File: src/rtl/cpu_program_loader.sv
// Streams a program image into cpu instruction and data memory, then runs the cpu for a set number of cycles.
// Write strobes trail the accepted beat by one cycle; s_valid low stalls the current load phase with no timeout.
module cpu_program_loader #(
  parameter int IMEM_ADDR_W = 9,
  parameter int DMEM_ADDR_W = 10
) (
  input  logic                   clk,
  input  logic                   arst_n,
  input  logic                   start,
  input  logic [IMEM_ADDR_W:0]   imem_words,
  input  logic [DMEM_ADDR_W:0]   dmem_words,
  input  logic [31:0]            run_cycles,
  input  logic [31:0]            s_data,
  input  logic                   s_valid,
  output logic                   s_ready,
  output logic [63:0]            addr_ext,
  output logic                   wen_ext,
  output logic                   ren_ext,
  output logic [31:0]            wdata_ext,
  output logic [63:0]            addr_ext_2,
  output logic                   wen_ext_2,
  output logic                   ren_ext_2,
  output logic [63:0]            wdata_ext_2,
  output logic                   cpu_enable,
  output logic                   busy,
  output logic                   done,
  output logic                   error,
  output logic [31:0]            cycle_count
);

  typedef enum logic [2:0] {
    IDLE      = 3'd0,
    LOAD_I    = 3'd1,
    LOAD_D_LO = 3'd2,
    LOAD_D_HI = 3'd3,
    RUN       = 3'd4,
    DONE      = 3'd5
  } state_t;

  localparam logic [IMEM_ADDR_W:0] I_ONE = {{IMEM_ADDR_W{1'b0}}, 1'b1};
  localparam logic [DMEM_ADDR_W:0] D_ONE = {{DMEM_ADDR_W{1'b0}}, 1'b1};
  localparam logic [IMEM_ADDR_W:0] I_MAX = {1'b1, {IMEM_ADDR_W{1'b0}}};
  localparam logic [DMEM_ADDR_W:0] D_MAX = {1'b1, {DMEM_ADDR_W{1'b0}}};

  state_t                 state, state_nxt;
  logic [IMEM_ADDR_W:0]   i_words, i_idx;
  logic [DMEM_ADDR_W:0]   d_words, d_idx;
  logic [31:0]            run_len;
  logic [31:0]            lo_word;
  logic                   run_started;

  logic accept, start_ok, cfg_bad, i_last, d_last;

  assign s_ready   = (state == LOAD_I) || (state == LOAD_D_LO) || (state == LOAD_D_HI);
  assign accept    = s_valid && s_ready;
  assign start_ok  = start && ((state == IDLE) || (state == DONE));
  assign cfg_bad   = (imem_words > I_MAX) || (dmem_words > D_MAX);
  assign i_last    = ((i_idx + I_ONE) == i_words);
  assign d_last    = ((d_idx + D_ONE) == d_words);

  assign busy       = (state != IDLE) && (state != DONE);
  assign done       = (state == DONE);
  // The first RUN cycle is a gap so the final memory write lands before the cpu starts.
  assign cpu_enable = (state == RUN) && run_started;
  assign ren_ext    = 1'b0;
  assign ren_ext_2  = 1'b0;

  always_comb begin
    state_nxt = state;
    case (state)
      IDLE, DONE: begin
        if (start) begin
          if (cfg_bad)                 state_nxt = DONE;
          else if (imem_words != '0)   state_nxt = LOAD_I;
          else if (dmem_words != '0)   state_nxt = LOAD_D_LO;
          else if (run_cycles != 32'd0) state_nxt = RUN;
          else                         state_nxt = DONE;
        end
      end
      LOAD_I: begin
        if (accept && i_last) begin
          if (d_words != '0)          state_nxt = LOAD_D_LO;
          else if (run_len != 32'd0)  state_nxt = RUN;
          else                        state_nxt = DONE;
        end
      end
      LOAD_D_LO: begin
        if (accept) state_nxt = LOAD_D_HI;
      end
      LOAD_D_HI: begin
        if (accept) begin
          if (!d_last)                state_nxt = LOAD_D_LO;
          else if (run_len != 32'd0)  state_nxt = RUN;
          else                        state_nxt = DONE;
        end
      end
      RUN: begin
        if (run_started && ((cycle_count + 32'd1) == run_len)) state_nxt = DONE;
      end
      default: state_nxt = IDLE;
    endcase
  end

  always_ff @(posedge clk or negedge arst_n) begin
    if (!arst_n) begin
      state       <= IDLE;
      i_words     <= '0;
      d_words     <= '0;
      run_len     <= '0;
      i_idx       <= '0;
      d_idx       <= '0;
      lo_word     <= '0;
      run_started <= 1'b0;
      wen_ext     <= 1'b0;
      addr_ext    <= '0;
      wdata_ext   <= '0;
      wen_ext_2   <= 1'b0;
      addr_ext_2  <= '0;
      wdata_ext_2 <= '0;
      error       <= 1'b0;
      cycle_count <= '0;
    end else begin
      state     <= state_nxt;
      wen_ext   <= 1'b0;
      wen_ext_2 <= 1'b0;

      if (start_ok) begin
        i_words     <= imem_words;
        d_words     <= dmem_words;
        run_len     <= run_cycles;
        i_idx       <= '0;
        d_idx       <= '0;
        cycle_count <= '0;
        run_started <= 1'b0;
        error       <= cfg_bad;
      end

      if ((state == LOAD_I) && accept) begin
        wen_ext   <= 1'b1;
        addr_ext  <= {{(64-IMEM_ADDR_W-3){1'b0}}, i_idx, 2'b00};
        wdata_ext <= s_data;
        i_idx     <= i_idx + I_ONE;
      end

      if ((state == LOAD_D_LO) && accept) lo_word <= s_data;

      if ((state == LOAD_D_HI) && accept) begin
        wen_ext_2   <= 1'b1;
        addr_ext_2  <= {{(64-DMEM_ADDR_W-4){1'b0}}, d_idx, 3'b000};
        wdata_ext_2 <= {s_data, lo_word};
        d_idx       <= d_idx + D_ONE;
      end

      if (state == RUN) begin
        if (!run_started)                run_started <= 1'b1;
        else if (cycle_count != run_len) cycle_count <= cycle_count + 32'd1;
      end
    end
  end

endmodule

File: config.mk
export PLATFORM = sky130hd
export DESIGN_NAME = cpu_program_loader
export DESIGN_NICKNAME = d
export VERILOG_FILES = /design/src/rtl/cpu_program_loader.sv
export SDC_FILE = /design/constraint.sdc
export NUM_CORES = 1
export LEC_CHECK = 0
export BUFFER_PORTS_ARGS = -buffer_cell sky130_fd_sc_hd__buf_2
export CORE_MARGIN = 8
export CORE_UTILIZATION = 55
export DETAILED_ROUTE_END_ITERATION = 12
export PLACE_DENSITY = 0.83
export SETUP_SLACK_MARGIN = 0.3
export SYNTH_ARGS = -nofsm -noshare
export SYNTH_HDL_FRONTEND = slang
export SYNTH_SLANG_ARGS = --single-unit
export TNS_END_PERCENT = 5
File: constraint.sdc
create_clock -name clk -period 4.05 [get_ports clk]
set_input_delay 0.81 -clock clk [delete_from_list [all_inputs] [get_ports clk]]
set_output_delay 0.81 -clock clk [all_outputs]
set_load 0.02 [all_outputs]
After elaboration in Yosys (flattened, before gate mapping)
Index checks and enable logic that the tools add are counted.
{"block": "word_totals", "regBits": 262, "input_bits": 89, "out_inout_bits": 265, "elab_cells": 86}
{"block": "op_classes", "addsub": 3, "order_cmp": 2, "eq_ne": 15, "muxes": 26, "reduce_logical": 24}
{"op": "32-bit 2-to-1 mux", "count": 4}
{"op": "32-bit nonzero test", "count": 2}
{"op": "32-bit by 1-bit adder with 32-bit output, second input constant", "count": 1}
{"op": "32-bit equality test", "count": 1}
{"op": "32-bit inequality test", "count": 1}
{"op": "3-bit 2-to-1 mux", "count": 10}
{"op": "11-bit 2-to-1 mux", "count": 2}
{"op": "11-bit nonzero test", "count": 2}
{"op": "10-bit 2-to-1 mux", "count": 2}
{"op": "3-bit case mux with 5 select lines", "count": 1}
{"op": "11-bit by 1-bit adder with 11-bit output, second input constant", "count": 1}
{"op": "11-bit equality test", "count": 1}
{"op": "11-bit > comparator, second input constant", "count": 1}
{"op": "10-bit by 1-bit adder with 10-bit output, second input constant", "count": 1}
{"op": "10-bit equality test", "count": 1}
{"op": "10-bit > comparator, second input constant", "count": 1}
{"op": "10-bit nonzero test", "count": 1}
{"op": "1-bit logical AND", "count": 9}
{"op": "1-bit 2-to-1 mux", "count": 7}
{"op": "3-bit by 2-bit equality test with 1-bit output, second input constant", "count": 2}
{"op": "3-bit equality test, second input constant", "count": 2}
{"op": "2-bit inequality test, second input constant", "count": 3}
{"op": "5-bit AND reduction", "count": 1}
{"op": "1-bit logical OR", "count": 4}
{"op": "other kinds (7)", "count": 9}

Logic depth before layout (Yosys ltp)
Gate-level depths: netlist of run 1.
{"block": "depth", "depth_word": 7, "depth_mapped": 11, "depth_no_buf": 9}

Worst setup path before layout of run 1
OpenSTA, ideal clock, no wires.
{"block": "synth_timing", "kind": "register -> register", "startpoint": "register cycle_count[0]", "endpoint": "register state[0]", "setup_time_ps": 77, "arrival_time_ps": 2690, "required_time_ps": 3973, "slack_ps": 1283, "path_stages_with_launch": 10, "n_path_buf": 0, "period_less_slack_ps": 2767, "cell_sequence": "dfrtp_1 > ha_1 > nand3_1 > or4_1 > nor4_1 > xnor2_1 > o211ai_1 > nor4_1 > o2111ai_1 > a21oi_1"}
{"block": "synth_via", "elab_chain_cells": 5}
{"item": "start: declaration", "line": "28", "source": "output logic [31:0] cycle_count"}
{"item": "start signal: assignment", "line": "156", "source": "else if (cycle_count != run_len) cycle_count <= cycle_count + 32'd1;"}
{"item": "32-bit by 1-bit adder with 32-bit output", "line": "98", "source": "if (run_started && ((cycle_count + 32'd1) == run_len)) state_nxt = DONE;"}
{"item": "32-bit equality test", "line": "98"}
{"item": "1-bit logical AND", "line": "98"}
{"item": "2-bit by 1-bit inequality test with 1-bit output (no line)"}
{"item": "5-bit AND reduction (no line)"}
{"item": "end signal: assignment", "line": "123", "source": "state <= state_nxt;"}
{"item": "end: declaration", "line": "45", "source": "state_t state, state_nxt;"}
Every way passes these cells.
A chain may end at the register's enable or synchronous reset.

Worst setup path after layout of run 1
Same ends and word-level chain as after synthesis.

==> results of run 1 <==
[cell usage in the layout (no fill, tap or decap), drive strengths merged, types with 5 or more instances in the layout]
| cell | instances |
|---|---|
| nor3 | 17 |
| nor2 | 35 |
| nand3 | 42 |
| a21o | 6 |
| mux2i | 9 |
| o21ai | 58 |
| a31oi | 9 |
| nand2b | 8 |
| nor3b | 6 |
| dfrtp | 262 |
| xnor2 | 48 |
| nand2 | 561 |
| nand4 | 18 |
| clkinv | 7 |
| inv | 10 |
| o31ai | 25 |
| and3 | 17 |
| a21oi | 11 |
| buf | 254 |
| conb | 109 |
| or4 | 5 |
| mux2 | 32 |
| and2 | 11 |
| and4 | 9 |
| o211ai | 12 |
| or3 | 6 |
| clkbuf | 36 |
| nor4 | 32 |
| xor2 | 35 |
[worst max-delay path: cells and delay by family (launching register included)]
family | cells | cell delay, ps
DFF | 1 | 510
xor gates and xnor gates | 1 | 170
AOI/OAI and AO/OA | 3 | 460
adders and majority gates | 1 | 310
and+or+nand+nor | 4 | 1670
[metrics by stage]
| step | instances | hold slack [ps] | area (sq um) |
|---|---|---|---|
| finish | 2059 | 235 | 15200 |
| global route | 2059 | 272 | 15200 |
| CTS | 2058 | 250 | 15200 |
| detailed placement | 2013 | 449 | 14300 |
| global placement | 2013 | 438 | 14300 |
| floorplan | 1622 | 435 | 13700 |
[area by class of cell]
class / instances / area (sq um)
Fill cell: 2026 / 8810
Sequential cell: 262 / 6560
Multi-Input combinational cell: 1162 / 6000
Timing Repair Buffer: 254 / 1330
Clock buffer: 36 / 759
Tap cell: 324 / 405
Clock inverter: 9 / 128
Inverter: 11 / 41.3
Antenna cell: 1 / 2.50
[logic make-up after synthesis]
kind of cell | Yosys count
and+or+nand+nor | 779
DFF | 262
buffers and inverters | 198
AOI/OAI and AO/OA | 147
xor gates and xnor gates | 83
muxes | 41
adders and majority gates | 3
other | 1
[worst max-delay path by stage]
| stage | to | slack (ps) |
|---|---|---|
| 2_1_floorplan | state[0] | 1280 |
| 3_3_place_gp | i_idx[8] | 690 |
| 3_5_place_dp | i_idx[9] | 560 |
| 4_1_cts | i_idx[9] | 640 |
| 5_1_grt | state[0] | 560 |
| 6_report | state[0] | 860 |
[routing by layer]
metal	up-vias	GRT usage (%)
met2	501	39.8
met4	0	11.2
met3	97	3.83
li1	5217	-
met5	-	0
met1	5448	31.1
[flip-flops by register name, indices dropped and copies added (netlist names)]
name         flops
error            1
d_idx           11
run_started      1
wdata_ext       32
run_len         32
state            3
i_words         10
addr_ext        10
wen_ext_2        1
cycle_count     32
addr_ext_2      11
d_words         11
lo_word         32
wen_ext          1
wdata_ext_2     64
i_idx           10
[power by group through the flow]
| stage | logic (mW) | registers [mW] | clock network [mW] |
|---|---|---|---|
| 3_3_place_gp | 4.30 | 4.67 | 0 |
| 5_1_grt | 4.87 | 4.85 | 2.63 |
| 4_1_cts | 4.47 | 4.68 | 2.52 |
| 2_1_floorplan | 2.52 | 5.09 | 0 |
| 6_report | 4.45 | 4.72 | 2.48 |
| 3_5_place_dp | 4.44 | 4.71 | 0 |
==> qor.csv, run 1 <==
stage,metric,value,unit
synth,seq_area_frac_synth,49.2,%
clock_network,clockBufferDepth,3,
synth,synthCells,1514,
clock_network,cts_buffers,27,
global_routing,grt_pass1_wl,57.8,mm
clock_network,cts_root_buf,clkbuf_16,
pwr,power_switching,4.86,mW
clock_network,cts-resized-gates,0,
drt,routed_via_density,5.47,
setup_path,reg2reg_depth,9,
die,die-height,172,microns
drt,wl_met3,2.79,mm
setup_path,crit_type,register to register,
clock_network,hold_buffers,0,
global_routing,grt_antenna_before_repair,1,
pwr,ir_worst_vdd,0.463,mV
drt,met2_length,17.4,mm
setup_path,cp_max_fo,9,
worst_hold_path,min_path_type,input pin to asynchronous set/reset pin,
die,core_area,0.0240,sq mm
pwr,switching_share,41.8,%
timing,max_freq,0.313,GHz
drt,wl_per_cell,17.9,microns
drt,dr.pass1.iters,5,
synth,synth_cell_types,61,
synth,yosysTopAreaCell,dfrtp_1,
setup_path,cp_cell_sequence,ha_1 -> nand3_1 -> or4_1 -> nor4_1 -> xnor2_1 -> o211ai_1 -> nor4_1 -> o2111ai_1 -> a21oi_1,
timing,rsz0062_at_grt,false,
placement,portBuffers,244,
setup_path,path_common_cell,nor4_1,
clock_network,clkSinkCount,262,
die,start_util,55.4,%
placement,dp_slack,556,ps
die,fp.dieW,172,microns
setup_path,max_stage_delay,680,ps
synth,synth-simple-area-share,25.5,%
clock_network,clk_latency,520,ps
die,rows,57,
job,drv_cap,0,
global_routing,grt_max_degree,113,
synth,yosys-top-cells-count,"nand2_1, dfrtp_1, buf_4",
timing,layout_min_cycle_time,3190,ps
timing,maxSlewHeadroom,36.1,%
timing,worstMarginPinSlew,959,ps
synth,synth_top_family_by_area,simple AND/OR/NAND/NOR gates,
setup_path,required,4500,ps
timing,worst_slack,859,ps
drt,drt_iter0_markers,1134,
global_routing,grt_usage,24.2,%
die,ioPinCount,354,
pwr,power.total,11.6,mW
synth,async_flop_share,100,%
layout,fin_nets,1810,
setup_path,r2r-end,state[0],
layout,area_growth,14.4,%
timing,final-max-slew-violation-count,0,
pwr,power_per_cell_area,765,mW/mm^2
pwr,power_frac_clock,21.3,%
timing,setup-violations-final,0,
synth,syn_avg_cell_area,8.79,sq um
drt,met1Wirelength,15.0,mm
die,die_area,0.0294,sq mm
setup_path,startpoint_type,register,
setup_path,crit_start,cycle_count[0],
timing,finalSetupTns,0,ps
synth,synth_most_common_cell,nand2_1,
placement,place_hpwl,27.0,mm
synth,netlist.area_leader.share,49.2,%
placement,place_congestion,0.959,
synth,postSynth.topFlopCell,dfrtp_1,
clock_network,cts_tree,built,
clock_network,clk_pin_slew,60,ps
synth,ys_top_cells_by_area,"dfrtp_1, nand2_1, buf_4",
synth,yosysWarnings,0,
drt,routed_wl,36.8,mm
layout,post-route-util,63.3,%
synth,synth_xor_area_share,5.46,%
pwr,power_frac_seq,40.5,%
setup_path,regToRegSetupSlack,860,ps
setup_path,r2r-start,cycle_count[0],
drt,num_vias,11300,
synth,synthAdderAreaFrac,0.282,%
drt,drc,0,
synth,synth_seq_cells,262,
clock_network,cts-htree-levels,1,
status,status,finished clean,
drt,topRoutingLayerUsed,met4,
layout,drive_gt1_share,19.8,%
setup_path,cp.arrival,3640,ps
pwr,power_frac_comb,38.2,%
setup_path,cpMaxStageDelayCell,or4_1,
timing,skew,20.7,ps
drt,ant_nets,0,
global_routing,grt_pass1_vias,11200,
pwr,leakagePower,7.85,nW
synth,synth_compound_gate_area_share,7.20,%
clock_network,cts_setup_buffers,0,
synth,syn_area,0.0133,sq mm
synth,synth_edf_count,0,
timing,finalHoldViolCount,0,
synth,muxShareOfSynthArea,3.38,%
setup_path,endpoint_kind,register,
timing,finalCritPeriodShare,78.8,%
global_routing,overflow,0,
pwr,intPower,6.78,mW
Note: power is estimated with default switching activity, not from simulation.
==> run 2: changes to the inputs <==
--- a/config.mk
+++ b/config.mk
@@ -7,9 +7,9 @@
 export LEC_CHECK = 0
 export BUFFER_PORTS_ARGS = -buffer_cell sky130_fd_sc_hd__buf_2
 export CORE_MARGIN = 8
-export CORE_UTILIZATION = 55
+export CORE_UTILIZATION = 53
 export DETAILED_ROUTE_END_ITERATION = 12
-export PLACE_DENSITY = 0.83
+export PLACE_DENSITY = 0.8
 export SETUP_SLACK_MARGIN = 0.3
 export SYNTH_ARGS = -nofsm -noshare
 export SYNTH_HDL_FRONTEND = slang
==> constraint.sdc (replaced) <==
create_clock -name clk -period 3.1 [get_ports clk]
set_input_delay 0.62 -clock clk [delete_from_list [all_inputs] [get_ports clk]]
set_output_delay 0.62 -clock clk [all_outputs]
set_load 0.02 [all_outputs]
==> qor.csv, run 2 (synthesis gave the netlist of run 1 again) <==
stage,metric,value,unit,change
layout,finalNonFillerCells,2085,,was 2059
setup_path,required,3570,ps,was 4500 ps
timing,max_freq,0.377,GHz,was 0.313 GHz
layout,antenna_cells,0,,was 1
job,drv_cap,0,,unchanged
die,ioPinCount,354,,unchanged
timing,finalCritPeriodShare,85.6,%,was 78.8%
layout,top_register,wdata_ext_2,,unchanged
clock_network,clk_pin_slew,60,ps,about the same
layout,post-route-util,62.4,%,was 63.3%
layout,final_cell_mix,"nand2_1, dfrtp_1, buf_2, conb_1, o21ai_0",,unchanged
setup_path,crit_type,register to register,,unchanged
pwr,power_frac_seq,38.7,%,was 40.5%
global_routing,grt_pass1_wl,61.5,mm,was 57.8 mm
die,fp.dieW,174,microns,was 172 microns
placement,place_hpwl,27.7,mm,was 27.0 mm
drt,num_vias,11300,,about the same
pwr,ir_worst_vdd,0.687,mV,was 0.463 mV
clock_network,cts-htree-levels,1,,unchanged
layout,area_growth,16.7,%,was 14.4%
drt,routed_via_density,5.43,,was 5.47
global_routing,overflow,0,,unchanged
pwr,power.total,15.6,mW,was 11.6 mW
pwr,leakagePower,8.01,nW,was 7.85 nW
clock_network,cts_root_buf,clkbuf_16,,unchanged
pwr,power_frac_comb,38.6,%,was 38.2%
global_routing,grt_max_degree,85,,was 113
timing,finalHoldViolCount,4,,was 0
timing,maxSlewHeadroom,55.0,%,was 36.1%
pwr,power_frac_clock,22.7,%,was 21.3%
timing,worstMarginPinSlew,675,ps,was 959 ps
drt,ant_nets,0,,unchanged
drt,routed_wl,38.0,mm,was 36.8 mm
die,start_util,53.5,%,was 55.4%
worst_hold_path,min_path_type,input pin to asynchronous set/reset pin,,unchanged
clock_network,clkSinkCount,262,,unchanged
clock_network,cts_setup_buffers,0,,unchanged
timing,finalSetupTns,0,ps,unchanged
setup_path,cp.arrival,3130,ps,was 3640 ps
layout,layout_commonest_cell,nand2_1,,unchanged
timing,skew,13.9,ps,was 20.7 ps
setup_path,startpoint_type,register,,unchanged
die,die_area,0.0304,sq mm,was 0.0294 sq mm
timing,rsz0062_at_grt,false,,unchanged
clock_network,clockBufferDepth,3,,unchanged
drt,drc,0,,unchanged
drt,wl_per_cell,18.2,microns,was 17.9 microns
die,rows,58,,was 57
pwr,intPower,9.14,mW,was 6.78 mW
setup_path,cp_max_fo,7,,was 9
setup_path,r2r-end,state[0],,unchanged
setup_path,regToRegSetupSlack,450,ps,was 860 ps
timing,setup-violations-final,0,,unchanged
placement,place_inst,2035,,was 2013
drt,drt_iter0_markers,1051,,was 1134
global_routing,grt_pass1_vias,11500,,was 11200
setup_path,reg2reg_depth,8,,was 9
timing,whs,-12.1,ps,was 235 ps
timing,layout_min_cycle_time,2650,ps,was 3190 ps
layout,largest_register_ffs,64,,unchanged
pwr,power_switching,6.50,mW,was 4.86 mW
setup_path,endpoint_kind,register,,unchanged
layout,fin_nets,1827,,was 1810
placement,place_congestion,0.934,,was 0.959
global_routing,grt_antenna_before_repair,1,,unchanged
pwr,power_per_cell_area,1010,mW/mm^2,was 765 mW/mm^2
drt,dr.pass1.iters,6,,was 5
clock_network,cts_buffers,28,,was 27
status,status,"finished, violations left",,was finished clean
clock_network,cts_tree,built,,unchanged
placement,portBuffers,244,,unchanged
die,core_area,0.0249,sq mm,was 0.0240 sq mm
die,die-height,174,microns,was 172 microns
setup_path,r2r-start,cycle_count[13],,was cycle_count[0]
layout,drive_gt1_share,21.5,%,was 19.8%
clock_network,clk_latency,560,ps,was 520 ps
global_routing,grt_usage,24.4,%,was 24.2%
pwr,switching_share,41.6,%,was 41.8%
status,violations,negative hold slack,,
timing,final-max-slew-violation-count,0,,unchanged
## run 2: metrics by stage
| stage | setup WS (ps) | cell area [sq um] |
|---|---|---|
| floorplan | 333 | 13700 |
| CTS | 305 | 15500 |
| finish | 445 | 15500 |
| global placement | 314 | 14500 |
| global route | 324 | 15500 |
| detailed placement | 244 | 14500 |
## run 2: how the worst max path moves through the flow
stage,from,to,slack [ps],depth (start not counted)
6_report,cycle_count[13],state[0],450,8
5_1_grt,cycle_count[13],state[0],320,8
4_1_cts,cycle_count[1],state[0],310,9
3_5_place_dp,cycle_count[0],state[0],240,9
3_3_place_gp,cycle_count[0],state[0],310,9
2_1_floorplan,cycle_count[0],state[0],330,9
## run 2: layout make-up
| cell class | count | area, sq um |
|---|---|---|
| repair buffers | 270 | 1460 |
| clock buffers | 35 | 787 |
| well taps | 330 | 413 |
| flip-flops and latches | 262 | 6560 |
| multi-input cells | 1162 | 6060 |
| inverters | 11 | 41.3 |
| clock inverters | 15 | 209 |
| fillers | 2105 | 9360 |
## run 2: routing by layer
| metal | track usage, % | share of wire (%) | vias to the layer above |
|---|---|---|---|
| li1 | - | - | 5256 |
| met1 | 30.6 | 40 | 5488 |
| met2 | 40.2 | 48 | 499 |
| met3 | 6.08 | 8.6 | 82 |
| met4 | 9.51 | 3.7 | 2 |
| met5 | 0 | 0.032 | - |
## run 2: power by group through the flow
| stage | clock network [mW] | logic [mW] | registers [mW] |
|---|---|---|---|
| 3_5_place_dp | 0 | 6.01 | 6.07 |
| 3_3_place_gp | 0 | 5.91 | 6.01 |
| 5_1_grt | 3.75 | 6.68 | 6.23 |
| 6_report | 3.54 | 6.04 | 6.06 |
| 4_1_cts | 3.62 | 6.08 | 6.03 |
| 2_1_floorplan | 0 | 3.30 | 6.66 |
## run 2: critical path: stages, from the launching register on
cell,delay [ps]
dfrtp_1,470
nand3_1,300
or4_4,650
nor4_4,330
xnor2_1,150
o211ai_1,110
nor4_1,230
o2111ai_1,160
a21oi_1,170
## run 2: what timing repair did
item,CTS,global route
gates resized for setup,6,7
hold buffers,0,0
endpoints found under the setup margin,1,2
==> run 3: changes to the inputs <==
--- a/config.mk
+++ b/config.mk
@@ -9,6 +9,7 @@
 export CORE_MARGIN = 8
 export CORE_UTILIZATION = 53
 export DETAILED_ROUTE_END_ITERATION = 12
+export GPL_TIMING_DRIVEN = 0
 export PLACE_DENSITY = 0.8
 export SETUP_SLACK_MARGIN = 0.3
 export SYNTH_ARGS = -nofsm -noshare
==> qor.csv, run 3 (synthesis gave the netlist of run 1 again) <==
stage,metric,value,unit,change
setup_path,endpoint_kind,register,,unchanged
placement,place_hpwl,31.1,mm,was 27.7 mm
layout,layout_commonest_cell,nand2_1,,unchanged
setup_path,startpoint_type,register,,unchanged
layout,largest_register_ffs,64,,unchanged
timing,rsz0062_at_grt,true,,was false
status,status,"finished, violations left",,unchanged
pwr,power_switching,6.58,mW,was 6.50 mW
die,rows,58,,unchanged
pwr,power_per_cell_area,947,mW/mm^2,was 1010 mW/mm^2
pwr,power_frac_seq,38.5,%,was 38.7%
die,die-height,174,microns,unchanged
die,start_util,53.5,%,unchanged
clock_network,cts_buffers,28,,unchanged
layout,top_register,wdata_ext_2,,unchanged
pwr,ir_worst_vdd,0.588,mV,was 0.687 mV
clock_network,cts-htree-levels,1,,unchanged
setup_path,crit_type,register to register,,unchanged
layout,area_growth,23.8,%,was 16.7%
clock_network,clockBufferDepth,3,,unchanged
drt,drc,0,,unchanged
timing,final-max-slew-violation-count,0,,unchanged
timing,worstMarginPinSlew,781,ps,was 675 ps
timing,max_freq,0.353,GHz,was 0.377 GHz
timing,whs,-7.15,ps,was -12.1 ps
timing,maxSlewHeadroom,48.0,%,was 55.0%
layout,nFillCells,2037,,was 2105
setup_path,max_stage_delay,600,ps,was 650 ps
clock_network,clk_latency,550,ps,was 560 ps
layout,fin_area,0.0165,sq mm,was 0.0155 sq mm
clock_network,cts_tree,built,,unchanged
placement,portBuffers,244,,unchanged
setup_path,cp_cell_sequence,ha_4 -> nand3_2 -> or4_4 -> nor4_4 -> xnor2_1 -> o211ai_1 -> nor4_2 -> o2111ai_1 -> a21oi_1,,was nand3_1 -> or4_4 -> nor4_4 -> xnor2_1 -> o211ai_1 -> nor4_1 -> o2111ai_1 -> a21oi_1
timing,skew,17.2,ps,was 13.9 ps
die,fp.dieW,174,microns,unchanged
global_routing,grt_pass1_wl,64.4,mm,was 61.5 mm
drt,drt_iter0_markers,832,,was 1051
global_routing,grt_usage,25.9,%,was 24.4%
timing,finalCritPeriodShare,91.3,%,was 85.6%
setup_path,cp_max_fo,8,,was 7
drt,routed_wl,40.5,mm,was 38.0 mm
clock_network,clk_pin_slew,60,ps,about the same
timing,setup-violations-final,0,,unchanged
clock_network,clkSinkCount,262,,unchanged
pwr,switching_share,42.1,%,was 41.6%
global_routing,grt_max_degree,113,,was 85
drt,wl_per_cell,18.0,microns,was 18.2 microns
layout,fin_nets,1996,,was 1827
pwr,power_frac_clock,21.1,%,was 22.7%
setup_path,required,3570,ps,about the same
setup_path,cp.arrival,3300,ps,was 3130 ps
pwr,power.total,15.6,mW,about the same
clock_network,cts_root_buf,clkbuf_16,,unchanged
global_routing,overflow,0,,unchanged
status,violations,negative hold slack,,unchanged
drt,dr.pass1.iters,5,,was 6
worst_hold_path,min_path_type,input pin to asynchronous set/reset pin,,unchanged
placement,post_dp_cell_area,0.0154,sq mm,was 0.0145 sq mm
job,drv_cap,0,,unchanged
setup_path,cpMaxStageDelayCell,or4_4,,unchanged
timing,layout_min_cycle_time,2830,ps,was 2650 ps
die,ioPinCount,354,,unchanged
die,core_area,0.0249,sq mm,unchanged
drt,num_vias,11900,,was 11300
layout,drive_gt1_share,25.0,%,was 21.5%
layout,final_cell_mix,"nand2_1, dfrtp_1, buf_2, buf_4, conb_1",,"was nand2_1, dfrtp_1, buf_2, conb_1, o21ai_0"
timing,finalSetupTns,0,ps,unchanged
die,die_area,0.0304,sq mm,unchanged
pwr,intPower,9.03,mW,was 9.14 mW
drt,routed_via_density,5.29,,was 5.43
global_routing,grt_pass1_vias,12000,,was 11500
drt,ant_nets,0,,unchanged
timing,finalHoldViolCount,3,,was 4
pwr,leakagePower,8.65,nW,was 8.01 nW
global_routing,grt_antenna_before_repair,2,,was 1
placement,place_congestion,0.945,,was 0.934
pwr,power_frac_comb,40.3,%,was 38.6%
==> run 3: changes by cell type in the layout (fill, tap and decap cells not counted), sizes merged <==
cell,delta
clkinv,-4
clkbuf,+63
diode,+2
inv,-1
buf,+111
bufinv,-3
==> run 3: cell type report <==
class	instances	area [sq um]	share of cell area, %
inverters	11	41.3	0.250
plain buffers	187	1150	6.97
diodes	2	5.00	0.0304
repair buffers	252	1330	8.08
flip-flops and latches	262	6560	39.8
multi-input cells	1162	6070	36.8
well taps	330	413	2.50
clock inverters	7	90.1	0.547
clock buffers	40	826	5.01
==> run 3: final timing paths <==
| check | from | to | slack (ps) | cells after the start |
|---|---|---|---|---|
| setup / recovery | cycle_count[1] | state[0] | 270 | 9 |
| hold / removal | arst_n | wdata_ext_2[6] | -7 | 1 |
| setup reg to reg | cycle_count[1] | state[0] | 270 | 9 |
| hold reg to reg | lo_word[31] | wdata_ext_2[31] | 470 | 2 |
| max in group asynchronous | arst_n | cycle_count[1] | 1760 | 3 |
| min in group clk | run_cycles[8] | run_len[8] | 270 | 3 |
==> run 3: power by group through the flow <==
stage	Combinational [mW]	Sequential (mW)	Clock [mW]
after floorplan	3.30	6.66	0
after global placement	6.06	5.95	0
after detailed placement	6.21	6.01	0
after CTS	6.27	5.97	3.34
after global routing	6.92	6.17	3.48
final	6.30	6.02	3.30
==> run 3: stage by stage <==
| stage | cells | setup WS, ps | utilization (%) |
|---|---|---|---|
| 6_report | 2253 | 271 | 66.2 |
| 5_1_grt | 2253 | 117 | 66.2 |
| 4_1_cts | 2245 | 153 | 65.8 |
| 3_5_place_dp | 2198 | -329 | 61.9 |
| 3_3_place_gp | 2196 | -3270 | 61.7 |
| 2_1_floorplan | 1622 | 333 | - |
==> run 3: timing repair <==
item / 4_1_cts / 5_1_grt
gates resized for setup: 10 / 12
setup buffers: 0 / 6
hold buffers: 0 / 0
pin swaps: 0 / 1
endpoints found under the setup margin: 26 / 60
==> run 3: metal layers <==
metal	track usage, %	share of wire [%]	wire, microns	vias up
met3	6.03	8.0	3250	85
met5	0	0	0	-
met4	8.80	3.5	1410	0
met2	44.2	49	19600	539
li1	-	-	-	5605
met1	31.7	40	16200	5692
==> run 3: critical path, delay by kind of cell, from the launching register on <==
kind	cells	cell delay (ps)
flops	1	490
compound gates	3	540
xor+xnor	1	160
fa+ha+maj	1	210
simple gates	4	1370
